<file path="src/rtl/button_pkg.sv">
// Shared constants, state encoding and arbitration helpers for the button command controller.
package button_pkg;

    localparam int unsigned NUM_BTN = 5;
    localparam int unsigned CODE_W  = 3;

    localparam int unsigned BTN_RIGHT  = 0;
    localparam int unsigned BTN_DOWN   = 1;
    localparam int unsigned BTN_LEFT   = 2;
    localparam int unsigned BTN_UP     = 3;
    localparam int unsigned BTN_CENTER = 4;

    localparam logic [CODE_W-1:0] CMD_NONE   = 3'd0;
    localparam logic [CODE_W-1:0] CMD_RIGHT  = 3'd1;
    localparam logic [CODE_W-1:0] CMD_DOWN   = 3'd2;
    localparam logic [CODE_W-1:0] CMD_LEFT   = 3'd3;
    localparam logic [CODE_W-1:0] CMD_UP     = 3'd4;
    localparam logic [CODE_W-1:0] CMD_CENTER = 3'd5;

    typedef enum logic [1:0] {
        ST_IDLE   = 2'd0,
        ST_ISSUE  = 2'd1,
        ST_HOLD   = 2'd2,
        ST_REPEAT = 2'd3
    } state_e;

    // Highest-index set bit wins (center > up > left > down > right).
    function automatic logic [NUM_BTN-1:0] prio_onehot(input logic [NUM_BTN-1:0] rise);
        logic [NUM_BTN-1:0] oh;
        oh = '0;
        for (int i = 0; i < NUM_BTN; i++) begin
            if (rise[i]) oh = NUM_BTN'(1) << i;
        end
        return oh;
    endfunction

    // Command code is button index plus one; zero input maps to CMD_NONE.
    function automatic logic [CODE_W-1:0] code_of(input logic [NUM_BTN-1:0] oh);
        logic [CODE_W-1:0] code;
        code = CMD_NONE;
        for (int i = 0; i < NUM_BTN; i++) begin
            if (oh[i]) code = CODE_W'(i + 1);
        end
        return code;
    endfunction

endpackage

</file>
<file path="src/rtl/button_cmd_ctrl_if.sv">
// Valid/ready command channel from the button controller to the PC/shifter control logic.
interface button_cmd_ctrl_if
    import button_pkg::*;
();
    logic              cmd_valid;
    logic              cmd_ready;
    logic [CODE_W-1:0] cmd_code;
    logic              cmd_repeat;

    modport master (
        output cmd_valid,
        output cmd_code,
        output cmd_repeat,
        input  cmd_ready
    );

    modport slave (
        input  cmd_valid,
        input  cmd_code,
        input  cmd_repeat,
        output cmd_ready
    );
endinterface

</file>
<file path="src/rtl/button_cmd_ctrl_hold_timer.sv">
// Saturating wait counter; done flags the cycle in which the count reaches tc_i-1.
module hold_timer #(
    parameter int unsigned CNT_W = 27
) (
    input  logic             clk,
    input  logic             rst,
    input  logic             clr_i,
    input  logic             en_i,
    input  logic [CNT_W-1:0] tc_i,
    output logic             done_o
);

    logic [CNT_W-1:0] count_q, count_d;
    logic             done_q;

    // Clear loads 1 because the accept cycle itself is the first elapsed cycle of the wait.
    always_comb begin
        count_d = count_q;
        if (clr_i) begin
            count_d = CNT_W'(1);
        end else if (en_i && (count_q != '1)) begin
            count_d = count_q + CNT_W'(1);
        end
    end

    always_ff @(posedge clk) begin
        if (rst) begin
            count_q <= '0;
            done_q  <= 1'b0;
        end else begin
            count_q <= count_d;
            done_q  <= (count_d == (tc_i - CNT_W'(1)));
        end
    end

    assign done_o = done_q;

endmodule

</file>
<file path="src/rtl/button_cmd_ctrl.sv">
// Arbitrates debounced button presses into single encoded commands with hold-to-repeat.
module button_cmd_ctrl
    import button_pkg::*;
#(
    parameter int unsigned        HOLD_CYCLES   = 50_000_000,
    parameter int unsigned        REPEAT_CYCLES = 10_000_000,
    parameter int unsigned        CNT_W         = 27,
    parameter logic [NUM_BTN-1:0] REPEAT_MASK   = 5'b01111
) (
    input  logic                clk,
    input  logic                rst,
    input  logic [NUM_BTN-1:0]  btn_lvl,
    button_cmd_ctrl_if.master   cmd,
    output logic [NUM_BTN-1:0]  owner
);

    state_e             state_q;
    logic [NUM_BTN-1:0] prev_lvl_q;
    logic [NUM_BTN-1:0] owner_q;
    logic               valid_q;
    logic [CODE_W-1:0]  code_q;
    logic               repeat_q;

    logic [NUM_BTN-1:0] rise_c;
    logic [NUM_BTN-1:0] win_c;
    logic               owner_held_c;
    logic               repeat_en_c;
    logic               accept_c;
    logic               timer_clr_c;
    logic               timer_en_c;
    logic               timer_done_c;
    logic [CNT_W-1:0]   tc_c;

    assign rise_c       = btn_lvl & ~prev_lvl_q;
    assign win_c        = prio_onehot(rise_c);
    assign owner_held_c = |(btn_lvl & owner_q);
    assign repeat_en_c  = |(owner_q & REPEAT_MASK);
    assign accept_c     = valid_q & cmd.cmd_ready;
    assign timer_clr_c  = (state_q == ST_ISSUE) && accept_c;
    assign timer_en_c   = (state_q == ST_HOLD) || (state_q == ST_REPEAT);

    // At accept the upcoming wait is REPEAT if the command just accepted was itself a repeat.
    assign tc_c = ((state_q == ST_REPEAT) || ((state_q == ST_ISSUE) && repeat_q))
                  ? CNT_W'(REPEAT_CYCLES) : CNT_W'(HOLD_CYCLES);

    hold_timer #(
        .CNT_W (CNT_W)
    ) u_hold_timer (
        .clk    (clk),
        .rst    (rst),
        .clr_i  (timer_clr_c),
        .en_i   (timer_en_c),
        .tc_i   (tc_c),
        .done_o (timer_done_c)
    );

    always_ff @(posedge clk) begin
        prev_lvl_q <= btn_lvl;
        if (rst) begin
            state_q  <= ST_IDLE;
            owner_q  <= '0;
            valid_q  <= 1'b0;
            code_q   <= CMD_NONE;
            repeat_q <= 1'b0;
        end else begin
            case (state_q)
                ST_IDLE: begin
                    if (|rise_c) begin
                        owner_q  <= win_c;
                        valid_q  <= 1'b1;
                        code_q   <= code_of(win_c);
                        repeat_q <= 1'b0;
                        state_q  <= ST_ISSUE;
                    end
                end
                ST_ISSUE: begin
                    if (valid_q) begin
                        if (cmd.cmd_ready) begin
                            valid_q <= 1'b0;
                            if (!owner_held_c) begin
                                state_q <= ST_IDLE;
                                owner_q <= '0;
                                code_q  <= CMD_NONE;
                            end else if (repeat_en_c) begin
                                state_q <= repeat_q ? ST_REPEAT : ST_HOLD;
                            end
                        end
                    end else if (!owner_held_c) begin
                        // Repeat disabled: parked here until the owner lets go.
                        state_q <= ST_IDLE;
                        owner_q <= '0;
                        code_q  <= CMD_NONE;
                    end
                end
                ST_HOLD, ST_REPEAT: begin
                    if (!owner_held_c) begin
                        state_q <= ST_IDLE;
                        owner_q <= '0;
                        code_q  <= CMD_NONE;
                    end else if (timer_done_c) begin
                        valid_q  <= 1'b1;
                        repeat_q <= 1'b1;
                        state_q  <= ST_ISSUE;
                    end
                end
                default: begin
                    state_q <= ST_IDLE;
                    owner_q <= '0;
                    valid_q <= 1'b0;
                    code_q  <= CMD_NONE;
                end
            endcase
        end
    end

    assign cmd.cmd_valid  = valid_q;
    assign cmd.cmd_code   = code_q;
    assign cmd.cmd_repeat = repeat_q;
    assign owner          = owner_q;

endmodule

</file>
<file path="src/flat_wrapper.sv">
// flat-port wrapper written by rule: the top's interface ports become plain ports
module button_cmd_ctrl_flat import button_pkg::*;
#(
    parameter int unsigned        HOLD_CYCLES   = 50_000_000,
    parameter int unsigned        REPEAT_CYCLES = 10_000_000,
    parameter int unsigned        CNT_W         = 27,
    parameter logic [NUM_BTN-1:0] REPEAT_MASK   = 5'b01111
)
  (clk, rst, btn_lvl, owner, cmd_cmd_valid, cmd_cmd_code, cmd_cmd_repeat, cmd_cmd_ready);
  button_cmd_ctrl_if cmd_i ();
  input  logic clk;
  input  logic rst;
  input  logic [NUM_BTN-1:0] btn_lvl;
  output logic [NUM_BTN-1:0] owner;
  output wire logic [$bits(cmd_i.cmd_valid)-1:0] cmd_cmd_valid;
  output wire logic [$bits(cmd_i.cmd_code)-1:0] cmd_cmd_code;
  output wire logic [$bits(cmd_i.cmd_repeat)-1:0] cmd_cmd_repeat;
  input wire logic [$bits(cmd_i.cmd_ready)-1:0] cmd_cmd_ready;
  assign cmd_cmd_valid = cmd_i.cmd_valid;
  assign cmd_cmd_code = cmd_i.cmd_code;
  assign cmd_cmd_repeat = cmd_i.cmd_repeat;
  assign cmd_i.cmd_ready = cmd_cmd_ready;
  button_cmd_ctrl #(.HOLD_CYCLES(HOLD_CYCLES), .REPEAT_CYCLES(REPEAT_CYCLES), .CNT_W(CNT_W), .REPEAT_MASK(REPEAT_MASK)) u_core (.clk(clk), .rst(rst), .btn_lvl(btn_lvl), .cmd(cmd_i), .owner(owner));
endmodule
</file>
<file path="config.mk">
export PLATFORM = sky130hd
export DESIGN_NAME = button_cmd_ctrl_flat
export DESIGN_NICKNAME = d
export VERILOG_FILES = /design/src/rtl/button_pkg.sv /design/src/rtl/button_cmd_ctrl_if.sv /design/src/rtl/button_cmd_ctrl_hold_timer.sv /design/src/rtl/button_cmd_ctrl.sv /design/src/flat_wrapper.sv
export SDC_FILE = /design/constraint.sdc
export NUM_CORES = 1
export LEC_CHECK = 0
export ABC_AREA = 1
export BUFFER_PORTS_ARGS = -buffer_cell sky130_fd_sc_hd__buf_2
export CORE_AREA = 8 8 100 93
export DETAILED_ROUTE_END_ITERATION = 16
export DIE_AREA = 0 0 108 101
export GPL_TIMING_DRIVEN = 0
export HOLD_SLACK_MARGIN = 0.02
export PLACE_DENSITY = 0.72
export SYNTH_ARGS = -nofsm -noshare
export SYNTH_HDL_FRONTEND = slang
export SYNTH_HIERARCHICAL = 1
export SYNTH_SLANG_ARGS = --single-unit
</file>
<file path="constraint.sdc">
create_clock -name clk -period 3.1 [get_ports clk]
set_input_delay 0.155 -clock clk [delete_from_list [all_inputs] [get_ports clk]]
set_output_delay 0.155 -clock clk [all_outputs]
set_load 0.02 [all_outputs]
</file>
* Yosys cells after proc, flatten, opt, wreduce, memory -nomap -nowiden
Cells that the tools add are included.
Widths: inputs -> output; s select.
** Operators by class
- Add/sub/neg operators :: 2
- Reductions and logical operators :: 15
- Eq/ne operators :: 12
- Bitwise logic cells :: 4
- Multiplexer cells :: 41
** Operators with widths (count)
- $mux 27 :: 2
- $mux 5 :: 8
- $add 27x1->27 const B :: 1
- $eq 27x27->1 :: 1
- $ne 27x27->1 const B :: 1
- $sub 27x1->27 const B :: 1
- $mux 26 :: 1
- $mux 2 :: 10
- $mux 3 :: 6
- $pmux 5 s3 :: 1
- $and 5x5->5 :: 2
- $reduce_or 5->1 :: 2
- $mux 1 :: 9
- $ne 3x3->1 const B :: 3
- $pmux 3 s3 :: 1
- $pmux 2 s3 :: 1
- $not 5->5 :: 1
- $reduce_and 5->1 :: 1
- $eq 2x2->1 const B :: 2
- $ne 2x1->1 const B :: 2
- $reduce_and 4->1 :: 1
- $reduce_or 4->1 :: 1
- $logic_and 1x1->1 :: 3
- $ne 3x2->1 const B :: 1
- other kinds (11) :: 12
** Word-level totals
- Input bits :: 8
- Register bits :: 45
- Logic and storage cells :: 82

* Depth between registers and ports, before layout
Gate-level depths: netlist of the first run.
- Word-level depth :: 14
- Depth in mapped cells :: 18
- Depth with buffers taken out :: 17

* By module
The synthesis of the first run kept the hierarchy.
** Modules (own cells, without submodules)
- hold_timer :: times used 1, cells an instance 607, area each 3264.4 um^2, seq. area each 560.5 um^2
- button_cmd_ctrl :: times used 1, cells an instance 127, area each 857.1 um^2, seq. area each 340.3 um^2

* Worst setup path after synthesis of the first run
Ideal clock, no wire load.
- Path type :: flip-flop to flip-flop
- From :: register u_core.repeat_q, in the netlist u_core/cmd.cmd_repeat
- To :: register u_core.u_hold_timer.done_q, in the netlist u_core/u_hold_timer/done_o
- Period minus slack after synthesis :: 2.753 ns
- Path slack :: 0.347 ns
- Cell stages (with the launch flop) :: 12
- Arrival time :: 2.689 ns
- Path buffers :: 0
- Path through :: dfxtp_1 > o21ai_0 > inv_1 > xor2_1 > inv_1 > nand2_1 > nand2_1 > nor2_1 > nand2_1 > nor2_1 > nand2_1 > nor2_1
** Between the ends
- Word-level cells in the longest chain between the ends :: 5
** RTL lines
- from (decl) :: line button_cmd_ctrl.sv:22 : logic repeat_q;
- from (signal assigned) :: line button_cmd_ctrl.sv:64 : repeat_q <= 1'b0;
- from (signal assigned) :: line button_cmd_ctrl.sv:72 : repeat_q <= 1'b0;
- from (signal assigned) :: line button_cmd_ctrl.sv:102 : repeat_q <= 1'b1;
- $logic_and 1x1->1 :: line button_cmd_ctrl.sv:43 : assign tc_c = ((state_q == ST_REPEAT) || ((state_q == ST_ISSUE) && repeat_q))
- $logic_or 1x1->1 :: line button_cmd_ctrl.sv:43
- $mux 26 :: line button_cmd_ctrl.sv:44 : ? CNT_W'(REPEAT_CYCLES) : CNT_W'(HOLD_CYCLES);
- named net u_core.tc_c[13] :: line button_cmd_ctrl.sv:32 : logic [CNT_W-1:0] tc_c;
- $sub 27x1->27 :: line button_cmd_ctrl_hold_timer.sv:32 : done_q <= (count_d == (tc_i - CNT_W'(1)));
- $eq 27x27->1 :: line button_cmd_ctrl_hold_timer.sv:32
- to (signal assigned) :: line button_cmd_ctrl_hold_timer.sv:32
- to (decl) :: line button_cmd_ctrl_hold_timer.sv:14 : logic done_q;
The timed path passes the listed nets, and every way through them passes these cells.
A chain may end at the register's enable or synchronous reset.

* Worst setup path after layout of the first run
- From :: register u_core.state_q[1]
- To :: register u_core.u_hold_timer.done_q, in the netlist u_core/u_hold_timer/done_o
** Between the ends
- Elaborated cells between the ends (all ways) :: 13
- Classes of those cells :: add/sub (1); eq/ne (4); mux (3); reduce/logical (5)
** RTL lines
- from (decl) :: line button_cmd_ctrl.sv:17 : state_e state_q;
- from (signal assigned) :: line button_cmd_ctrl.sv:85 : state_q <= repeat_q ? ST_REPEAT : ST_HOLD;
- $eq 2x1->1 :: line button_cmd_ctrl.sv:39 : assign timer_clr_c = (state_q == ST_ISSUE) && accept_c;
- $logic_and 1x1->1 :: line button_cmd_ctrl.sv:39
- named net u_core.timer_clr_c :: line button_cmd_ctrl.sv:29 : logic timer_clr_c;
- $mux 27 :: line button_cmd_ctrl_hold_timer.sv:19 : if (clr_i) begin
- $eq 27x27->1 :: line button_cmd_ctrl_hold_timer.sv:32
The timed path passes the listed nets, and every way through them passes these cells.

==> results of run 1 <==
-- where the power goes --
part / total [mW] / internal (mW) / switching (mW)
combinational: 0.635 / 0.210 / 0.425
sequential: 0.689 / 0.626 / 0.0625
clock: 0.545 / 0.321 / 0.224
total: 1.87 / 1.16 / 0.712
-- final cells by class --
class | count | area, µm² | area share (%)
clock buffer | 5 | 68.8 | 1.46
buffer | 12 | 75.1 | 1.59
tap | 99 | 124 | 2.62
timing repair buffer | 23 | 143 | 3.02
multi-input combinational | 628 | 2960 | 62.5
clock inverter | 3 | 65.1 | 1.38
sequential | 45 | 901 | 19.1
inverter | 105 | 394 | 8.34
-- sequential cells by signal, indices dropped and copies added, names as in the netlist --
signal                       count
u_core/cmd.cmd_code              3
u_core/cmd.cmd_repeat            1
u_core/state_q                   2
u_core/owner                     5
u_core/u_hold_timer/done_o       1
u_core/prev_lvl_q                5
u_core/u_hold_timer/count_q     27
u_core/cmd.cmd_valid             1
-- cells in the mapped netlist --
cell type and number:
conb_1 2, o2111ai_1 1, buf_4 1, dfxtp_1 45
nor3_2 1, buf_1 3, xnor2_1 6, nand3_2 10
inv_2 4, buf_6 1, clkbuf_1 4, buf_12 1
nand2_4 6, a31oi_1 1, a21oi_4 1, nor2_2 8
nand4_1 39, buf_2 2, a21oi_1 11, nor2_4 9
xor2_1 13, nor3_1 3, nor2_1 125, a21oi_2 1
ha_1 2, o21ai_0 4, dlygate4sd3_1 1, o21bai_1 3
nand2_1 240, inv_1 101, nand3_1 72, nand2_2 9
o211ai_1 2, nand3b_1 2
-- cells in the final DEF, fill, tap and decap left out, drive strengths merged, types with 4 or more instances in the layout --
| master | Yosys | final |
|---|---|---|
| a21oi | 13 | 13 |
| buf | 8 | 26 |
| clkbuf | 4 | 9 |
| conb | 2 | 59 |
| dfxtp | 45 | 45 |
| dlygate4sd3 | 1 | 5 |
| inv | 105 | 105 |
| nand2 | 255 | 255 |
| nand3 | 82 | 82 |
| nand4 | 39 | 39 |
| nor2 | 142 | 142 |
| nor3 | 4 | 4 |
| o21ai | 4 | 4 |
| xnor2 | 6 | 6 |
| xor2 | 13 | 13 |
-- path summary, 6_finish.rpt --
path                            cells after the start                                     to                           startpoint
worst min-delay path                                4         u_core/state_q[0]$_SDFFE_PP0P_                                  rst
worst max-delay path                               11  u_core/u_hold_timer/done_o$_SDFF_PP0_       u_core/state_q[1]$_SDFFE_PP0P_
worst min register to register                      2    u_core/cmd.cmd_code[0]$_SDFFE_PP0P_  u_core/cmd.cmd_code[0]$_SDFFE_PP0P_
worst max register to register                     11  u_core/u_hold_timer/done_o$_SDFF_PP0_       u_core/state_q[1]$_SDFFE_PP0P_
-- through the flow --
stage,setup WS [ps],cells,setup TNS [ps]
2_1_floorplan,347,791,0
3_3_place_gp,-499,907,-499
3_5_place_dp,238,908,0
4_1_cts,214,921,0
5_1_grt,437,920,0
6_report,576,920,0
-- routing by layer --
| layer | routed length (µm) | part of all wire (%) |
|---|---|---|
| met2 | 4930 | 42 |
| met1 | 5660 | 48 |
| met4 | 257 | 2.2 |
| met5 | 0 | 0 |
| met3 | 952 | 8.1 |
-- timing repair --
action / 4_1_cts / 5_1_grt
hold endpoints to repair: 5 / 0
hold buffers: 5 / 0
setup endpoints to repair: 0 / 1
buffers inserted: 0 / 0
-- logic make-up after synthesis --
family,synth area share [%]
AND/OR/NAND/NOR,58.0
buffers and inverters,11.6
flip-flops,21.9
AO/OA/AOI/OAI,3.70
XOR/XNOR,4.04
adder cells (fa/ha/maj),0.607
other,0.182
-- worst reg2reg max path: cells and delay by family (launching register included) --
| kind | cells | cell delay [ps] |
|---|---|---|
| and+or+nand+nor | 8 | 1010 |
| buffers and inverters | 3 | 700 |
| DFF | 1 | 750 |
==> metrics.md, run 1 <==
| Metric | Value |
|---|---|
| Via count | around 4600 |
| Area grow syn2layout | 14.7% |
| Finished Core Util | approximately three fifths |
| Largest net degree at the start of global routing | 17 |
| Root Buffer | clkbuf_8 |
| Seq cells post-synth | 45 |
| Synth Instances | between 700 and 800 |
| CP arrival | 2770 ps |
| Routability cong. | between 0.9 and 1 |
| GR met1 Demand/Resource | 31.2% |
| Crit path time final | roughly 2500 ps |
| Fmax | 0.396 GHz |
| Max-capacitance violation count | 0 |
| Worst path top cell family by delay | simple AND/OR/NAND/NOR gates |
| Global routing usage on met3 | under 10% |
| Overflow after GRT | 0 |
| First DRT Iteration DRCs | between 400 and 500 |
| Initial antenna violation count | 0 |
| Area of placed instances | ~0.0046 mm² |
| Final Cell Area | roughly 0.0047 mm² |
| Max VDD drop | 273 µV |
| Worst path cell trace | inv_2, nand2_1, nor2_1, inv_1, clkbuf_1, nand4_1, nand2_1, nand3_1, nor2_1, nand2_1, nor2_1 |
| Fin. max-slew vios | 0 |
| Fin. Hold Viols | 0 |
| Core area | slightly below 0.008 mm² |
| Worst EP required | 3340 ps |
| Final layout net count | a little over 800 |
| Die height | between 100 and 150 µm |
| Clock Skew | 5.98 ps |
| Avg Cell Area, Syn | ~5.6 µm² |
| Drt first pass iters | 7 |
| Rel. slew slack | approximately 56% |
| GRT busiest layer | met2 |
| Starting Density | between 50 and 60% |
| Final Hold Slack | between 100 and 150 ps |
| First-pass GRT wire length | 19.1 mm |
| Post-DRT Antenna Nets | 0 |
| Hold Path Class | in2reg |
| DRC | 0 |
| Total track usage | about 22% |
| Horiz. Die Dim | roughly 110 µm |
| Unrepaired setup endpoints after global routing | no |
| Port-buffer cells | 17 |
| Unique cell type count in the Yosys netlist | 34 |
| Overall Power | approximately 1.9 mW |
| CP max stage cell | dfxtp_1 |
| Post-DP HPWL | 9.47 mm |
| Critical path class | reg2reg |
| FP Rows | 31 |
| Synth Cell Area | 0.00412 mm² |
| R2r setup slk | roughly 580 ps |
| Pwr dens | between 300 and 400 mW/mm² |
| Antenna diodes | 0 |
| Cell taking the most area after synthesis | dfxtp_1 |
| CTS clk-pin slew, worst paths | 90 ps |
| Layout cells sized above 1 | just under 10% |
| Crit start category | flop |
| Met2 Usage GRT | 32.0% |
| CTS Buffer Depth | 2 |
| Vias in the first global route | ~4000 |
| WP buf/inv | 3 |
| Sequential area share after synthesis | ~22% |
| P_leak | roughly 2.3 nW |
| Clk sinks | 45 |
| Total CTS buffers | 5 |
| Clock Latency Late Sink | ~300 ps |
| Max stage delay on crit path | between 700 and 800 ps |
| WL per Instance | ~13 µm |
| CTS resizes | 0 |
| Fillers | between 700 and 800 |
| Critical path capture point type | flop |
| Worst-Margin Slew | about 670 ps |
| Final setup violation count | 0 |
| Final Cycle Share | between 80% and 90% |
| I/O pins | 18 |
| H-tree depth | 2 |
| Routed wire length | 11.8 mm |
| Critical-path maximum fanout | 11 |
| Post-synth top area share | 21.9% |
| Total die area | 0.0109 mm² |
| Status | complete, no violations |
| TritonCTS clock tree | yes |
| Yosys Warn Count | 6 |
| Synth top area cells | dfxtp_1 22%, nand2_1 22%, nor2_1 11%, inv_1 9.2%, nand3_1 8.7% |
| Vias per cell | 5.03 |
Note: power is estimated with default switching activity, not from simulation.
==> run 2, diff against run 1 <==
- PLACE_DENSITY: 0.72 -> 0.75
- clock period: 3.1 -> 2.2 ns (I/O delays scaled with it)
==> metrics.md, run 2 (synthesized netlist as in run 1, its figures left out) <==
| Metric | Value |
|---|---|
| Starting Density | 53.4% (unchanged) |
| Total die area | 0.0109 mm² (unchanged) |
| Pwr dens | 512 mW/mm² (+29%) |
| Dpl cells | 907 (-0.11%) |
| Hold Path Class | in2reg |
| Vias per cell | 5.04 (+0.16%) |
| Die height | 101 µm (unchanged) |
| Max-capacitance violation count | 0 (unchanged) |
| Rel. slew slack | 52.9% (-2.8 points) |
| Fmax | 0.473 GHz (+19%) |
| First DRT Iteration DRCs | 410 (-3.8%) |
| Routed wire length | 12.6 mm (+6.9%) |
| H-tree depth | 2 (unchanged) |
| Crit path time final | 2110 ps (-410 ps) |
| Overflow after GRT | 0 (unchanged) |
| Total CTS buffers | 5 (unchanged) |
| Most frequent cells in the layout | 238 x nand2_1, 122 x nor2_1, 101 x inv_1 |
| P_leak | 2.35 nW (+2.4%) |
| Crit start category | flop |
| Worst r2r path cells | 12 (+1) |
| CTS clk-pin slew, worst paths | 100 ps (about the same) |
| Critical path class | reg2reg |
| Total track usage | 22.8% (+0.91 points) |
| P_int | 1.44 mW (+25%) |
| Fin. max-slew vios | 0 (unchanged) |
| Clk sinks | 45 (unchanged) |
| Worst path top cell family by delay | simple AND/OR/NAND/NOR gates |
| Max stage delay on crit path | 560 ps (-190 ps) |
| Worst EP required | 2410 ps (-930 ps) |
| Root Buffer | clkbuf_8 |
| Setup TNS | 0 ps (unchanged) |
| Final setup violation count | 0 (unchanged) |
| Clock Latency Late Sink | 310 ps (about the same) |
| WP buf/inv | 3 (unchanged) |
| Clock Skew | 9.09 ps (+3.12 ps) |
| Largest net degree at the start of global routing | 22 (+5) |
| Commonest non-fill, non-tap cell in the layout | nand2_1 |
| Worst-Margin Slew | 707 ps (+41.7 ps) |
| Area grow syn2layout | 18.2% |
| Port-buffer cells | 17 (unchanged) |
| I/O pins | 18 (unchanged) |
| Fillers | 773 (-1.4%) |
| CP arrival | 2330 ps (-440 ps) |
| DRC | 0 (unchanged) |
| WL per Instance | 13.6 µm (+5.9%) |
| Psw | 1.05 mW (+48%) |
| Flop pwr share | 39.2% (+2.3 points) |
| Core area | 0.00772 mm² (unchanged) |
| Antenna diodes | 0 (unchanged) |
| Layout cells sized above 1 | 14.2% (+4.5 points) |
| Fin. Hold Viols | 0 (unchanged) |
| TritonCTS clock tree | yes |
| Horiz. Die Dim | 108 µm (unchanged) |
| Fin cells | 929 (+0.98%) |
| First-pass GRT wire length | 19.5 mm (+2.2%) |
| Post-DP HPWL | 9.73 mm (+2.8%) |
| FP Rows | 31 (unchanged) |
| Routability cong. | 0.928 (-2.3%) |
| CP max stage cell | buf_1 |
| Critical-path maximum fanout | 10 (-1) |
| Register area | 935 µm² (+3.7%) |
| Sw Share | 42.2% (+4.2 points) |
| Comb power frac | 38.5% (+4.5 points) |
| Post-DRT Antenna Nets | 0 (unchanged) |
| Vias in the first global route | 3948 (-2.1%) |
| Status | complete, no violations |
| Final layout net count | 839 (+1.1%) |
| Via count | 4683 (+1.1%) |
| Critical path capture point type | flop |
| Final Cycle Share | 96.1% (+15 points) |
| Clock group share of total power | 22.3% (-6.8 points) |
| Worst path depth | 12 (+1) |
| Largest Register | u_core/u_hold_timer/count_q |
| Hold path depth | 4 (unchanged) |
| Max VDD drop | 253 µV (-7.3%) |
| Max FFs per register | 27 (unchanged) |
| Multi-input gate area | 0.00305 mm² (+3.1%) |
| Initial antenna violation count | 0 (unchanged) |
| CTS Buffer Depth | 2 (unchanged) |
| Drt first pass iters | 5 (-2) |
| Worst path cell trace | inv_2, nand2_1, nor2_1, inv_1, buf_1, nand4_1, nand2_1, nor2_1, nand2_1, nor2_1, nand2_1, nor2_1 |
[run 2: cell types whose count changed in the layout (fill, tap and decap cells not counted), moves of 2 or more]
cell	delta
dfxtp_1	-19
buf_4	+8
dfxtp_4	+4
nor2_4	+3
nand2_1	-2
dfxtp_2	+15
nor2_1	-3
bufinv_16	-2
[run 2: cell type report]
type	instances	area share [%]
inverter	105	8.09
timing repair buffer	30	4.01
clock inverter	3	0.513
buffer	13	1.72
multi-input combinational	629	62.5
tap	99	2.54
sequential	45	19.2
clock buffer	5	1.41
[run 2: worst min-delay path, stage by stage]
cell     delay (ps)
buf_2           100
inv_1            50
nand2_1          60
nor2_1           40
[run 2: final timing paths]
kind / from / end / slack [ps]
worst max-delay path: u_core/state_q[1]$_SDFFE_PP0P_ / u_core/u_hold_timer/done_o$_SDFF_PP0_ / 90
worst min-delay path: rst / u_core/state_q[1]$_SDFFE_PP0P_ / 80
worst max register to register: u_core/state_q[1]$_SDFFE_PP0P_ / u_core/u_hold_timer/done_o$_SDFF_PP0_ / 90
worst min register to register: u_core/cmd.cmd_code[0]$_SDFFE_PP0P_ / u_core/cmd.cmd_code[0]$_SDFFE_PP0P_ / 470
[run 2: layer usage]
layer,routed length [µm],up-vias,track usage (%)
li1,-,2433,-
met1,5760,2069,30.7
met2,5660,163,36.1
met3,989,18,4.22
met4,211,0,6.18
met5,0,-,0
[run 2: power by group through the flow]
| stage | combinational [mW] | sequential, mW | clock, mW |
|---|---|---|---|
| finish | 0.961 | 0.977 | 0.557 |
| global route | 1.06 | 0.988 | 0.611 |
| CTS | 0.884 | 0.967 | 0.573 |
| detailed placement | 0.871 | 0.980 | 0 |
| global placement | 0.858 | 0.978 | 0 |
| floorplan | 0.648 | 0.990 | 0 |
[run 2: repair_timing]
action                                 4_1_cts  5_1_grt
setup buffers                                0        8
endpoints found under the hold margin        5        0
pin swaps                                    0        6
setup endpoints to repair                    2        1
gates resized for setup                     10       37
hold buffers                                 5        0
gates cloned                                 0        1
[run 2: stage by stage]
step | instance area (µm²) | hold WS [ps] | power, mW | utilization (%) | setup WS [ps]
2_1_floorplan | 4340 | 138 | 1.64 | - | 186
3_3_place_gp | 4550 | 239 | 1.84 | 58.9 | -299
3_5_place_dp | 4550 | 240 | 1.85 | 58.9 | -298
4_1_cts | 4700 | 66.9 | 2.42 | 60.9 | 20.1
5_1_grt | 4870 | 93.2 | 2.66 | 63.1 | -23.5
6_report | 4870 | 82.9 | 2.50 | 63.1 | 85.7
==> run 3, diff against run 2 <==
--- a/config.mk
+++ b/config.mk
@@ -8,10 +8,11 @@
 export ABC_AREA = 1
 export BUFFER_PORTS_ARGS = -buffer_cell sky130_fd_sc_hd__buf_2
-export CORE_AREA = 8 8 100 93
+export CORE_AREA = 2 2 94 87
 export DETAILED_ROUTE_END_ITERATION = 16
-export DIE_AREA = 0 0 108 101
+export DIE_AREA = 0 0 96 89
 export GPL_TIMING_DRIVEN = 0
 export HOLD_SLACK_MARGIN = 0.02
 export PLACE_DENSITY = 0.75
+export SKIP_CTS_REPAIR_TIMING = 1
 export SYNTH_ARGS = -nofsm -noshare
 export SYNTH_HDL_FRONTEND = slang
==> constraint.sdc (replaced) <==
create_clock -name clk -period 2.2 [get_ports clk]
set_input_delay 0.44 -clock clk [delete_from_list [all_inputs] [get_ports clk]]
set_output_delay 0.44 -clock clk [all_outputs]
set_load 0.02 [all_outputs]
==> metrics.md, run 3 (synthesized netlist as in run 1, its figures left out) <==
| Metric | Value |
|---|---|
| H-tree depth | 2 (unchanged) |
| First DRT Iteration DRCs | 479 (+17%) |
| P_leak | 2.28 nW (-3.1%) |
| Die height | 89 µm (-12%) |
| DRC | 0 (unchanged) |
| Post-DRT Antenna Nets | 0 (unchanged) |
| Setup TNS | 0 ps (unchanged) |
| Post-route setup slack | 99.6 ps (+13.8 ps) |
| Via count | 4650 (-0.70%) |
| Clock Skew | 10.4 ps (+1.26 ps) |
| Largest Register | u_core/u_hold_timer/count_q |
| Final layout net count | 828 (-1.3%) |
| Commonest non-fill, non-tap cell in the layout | nand2_1 |
| WL per Instance | 13.1 µm (-3.3%) |
| Fin. max-slew vios | 0 (unchanged) |
| Dpl cells | 904 (-0.33%) |
| Post-DP HPWL | 9.36 mm (-3.8%) |
| Initial antenna violation count | 0 (unchanged) |
| Vias in the first global route | 3928 (-0.51%) |
| CTS Buffer Depth | 2 (unchanged) |
| Worst-Margin Slew | 676 ps (-30.7 ps) |
| Final Cycle Share | 95.5% (-0.63 points) |
| Overall Power | 2.47 mW (-0.92%) |
| Critical path class | reg2reg |
| Routability cong. | 1.02 (+10%) |
| Root Buffer | clkbuf_8 |
| Horiz. Die Dim | 96 µm (-11%) |
| DP Worst Slack | -349 ps (-50.9 ps) |
| Critical path capture point type | flop |
| Area grow syn2layout | 15.0% |
| Status | complete, no violations |
| Clk sinks | 45 (unchanged) |
| Fmax | 0.476 GHz (+0.66%) |
| Clock Latency Late Sink | 310 ps (about the same) |
| Layout cells sized above 1 | 13.1% (-1.2 points) |
| Routed wire length | 12.0 mm (-4.8%) |
| Total die area | 0.00854 mm² (-22%) |
| I/O pins | 18 (unchanged) |
| Total track usage | 28.9% (+6.1 points) |
| Max-capacitance violation count | 0 (unchanged) |
| Max FFs per register | 27 (unchanged) |
| TritonCTS clock tree | yes |
| Critical-path maximum fanout | 10 (unchanged) |
| FP Rows | 30 (-3.2%) |
| Most frequent cells in the layout | 240 x nand2_1, 122 x nor2_1, 101 x inv_1 |
| Crit start category | flop |
| Fin. Hold Viols | 0 (unchanged) |
| Largest net degree at the start of global routing | 22 (unchanged) |
| Starting Density | 55.2% (+1.8 points) |
| Rel. slew slack | 54.9% (+2.0 points) |
| First-pass GRT wire length | 19.0 mm (-2.9%) |
| CTS clk-pin slew, worst paths | 100 ps (about the same) |
| Crit path time final | 2100 ps (-13.8 ps) |
| Hold Path Class | in2reg |
| Total CTS buffers | 5 (unchanged) |
| Core area | 0.00747 mm² (-3.2%) |
| Final setup violation count | 0 (unchanged) |
| Drt first pass iters | 6 (+1) |
| Port-buffer cells | 17 (unchanged) |
| Fin cells | 915 (-1.5%) |
| CP arrival | 2320 ps (about the same) |
| Vias per cell | 5.08 (+0.81%) |
| Max VDD drop | 296 µV (+17%) |
| Overflow after GRT | 0 (unchanged) |
| Worst EP required | 2410 ps (about the same) |
| Pwr dens | 522 mW/mm² (+1.9%) |
| Antenna diodes | 0 (unchanged) |
[run 3: worst max-delay path, stage by stage (launching register included)]
cell	delay [ps]
dfxtp_4	400
inv_2	50
nand2_1	180
nor2_1	90
inv_1	120
buf_1	520
nand4_1	160
nand2_1	170
nor2_1	50
nand2_1	70
nor2_1	40
nand2_1	90
nor2_1	60
[run 3: power by group]
part | total [mW] | switching [mW] | internal [mW]
registers | 0.984 | 0.0931 | 0.891
logic | 0.929 | 0.622 | 0.307
clock network | 0.560 | 0.330 | 0.230
total | 2.47 | 1.04 | 1.43
[run 3: cell type report]
| type | instances | area [µm²] |
|---|---|---|
| multi-input cells | 629 | 3020 |
| plain buffers | 13 | 85.1 |
| clock buffers | 5 | 68.8 |
| flip-flops and latches | 45 | 927 |
| repair buffers | 19 | 100 |
| inverters | 105 | 394 |
| clock inverters | 3 | 25.0 |
| well taps | 96 | 120 |
| fillers | 749 | 2730 |
[run 3: stage by stage]
stage / hold WS, ps / area [µm²] / util (%)
6_report: 251 / 4740 / 63.5
5_1_grt: 245 / 4740 / 63.5
4_1_cts: 245 / 4640 / 62.1
3_5_place_dp: 452 / 4540 / 60.8
3_3_place_gp: 448 / 4540 / 60.8
2_1_floorplan: 468 / 4340 / -
[run 3: routing by layer]
layer,vias up,part of all wire [%],global-route usage [%]
li1,2411,-,-
met1,2047,47,42.9
met2,176,42,43.9
met3,16,9.1,4.05
met4,0,1.5,7.27
met5,-,0,0
[run 3: worst paths after layout]
path / from / endpoint / slack, ps / cells past startpoint
hold reg to reg: u_core/cmd.cmd_code[2]$_SDFFE_PP0P_ / u_core/cmd.cmd_code[2]$_SDFFE_PP0P_ / 470 / 2
setup reg to reg: u_core/state_q[1]$_SDFFE_PP0P_ / u_core/u_hold_timer/done_o$_SDFF_PP0_ / 100 / 12
hold / removal: btn_lvl[1] / u_core/prev_lvl_q[1]$_DFF_P_ / 250 / 1
setup / recovery: u_core/state_q[1]$_SDFFE_PP0P_ / u_core/u_hold_timer/done_o$_SDFF_PP0_ / 100 / 12
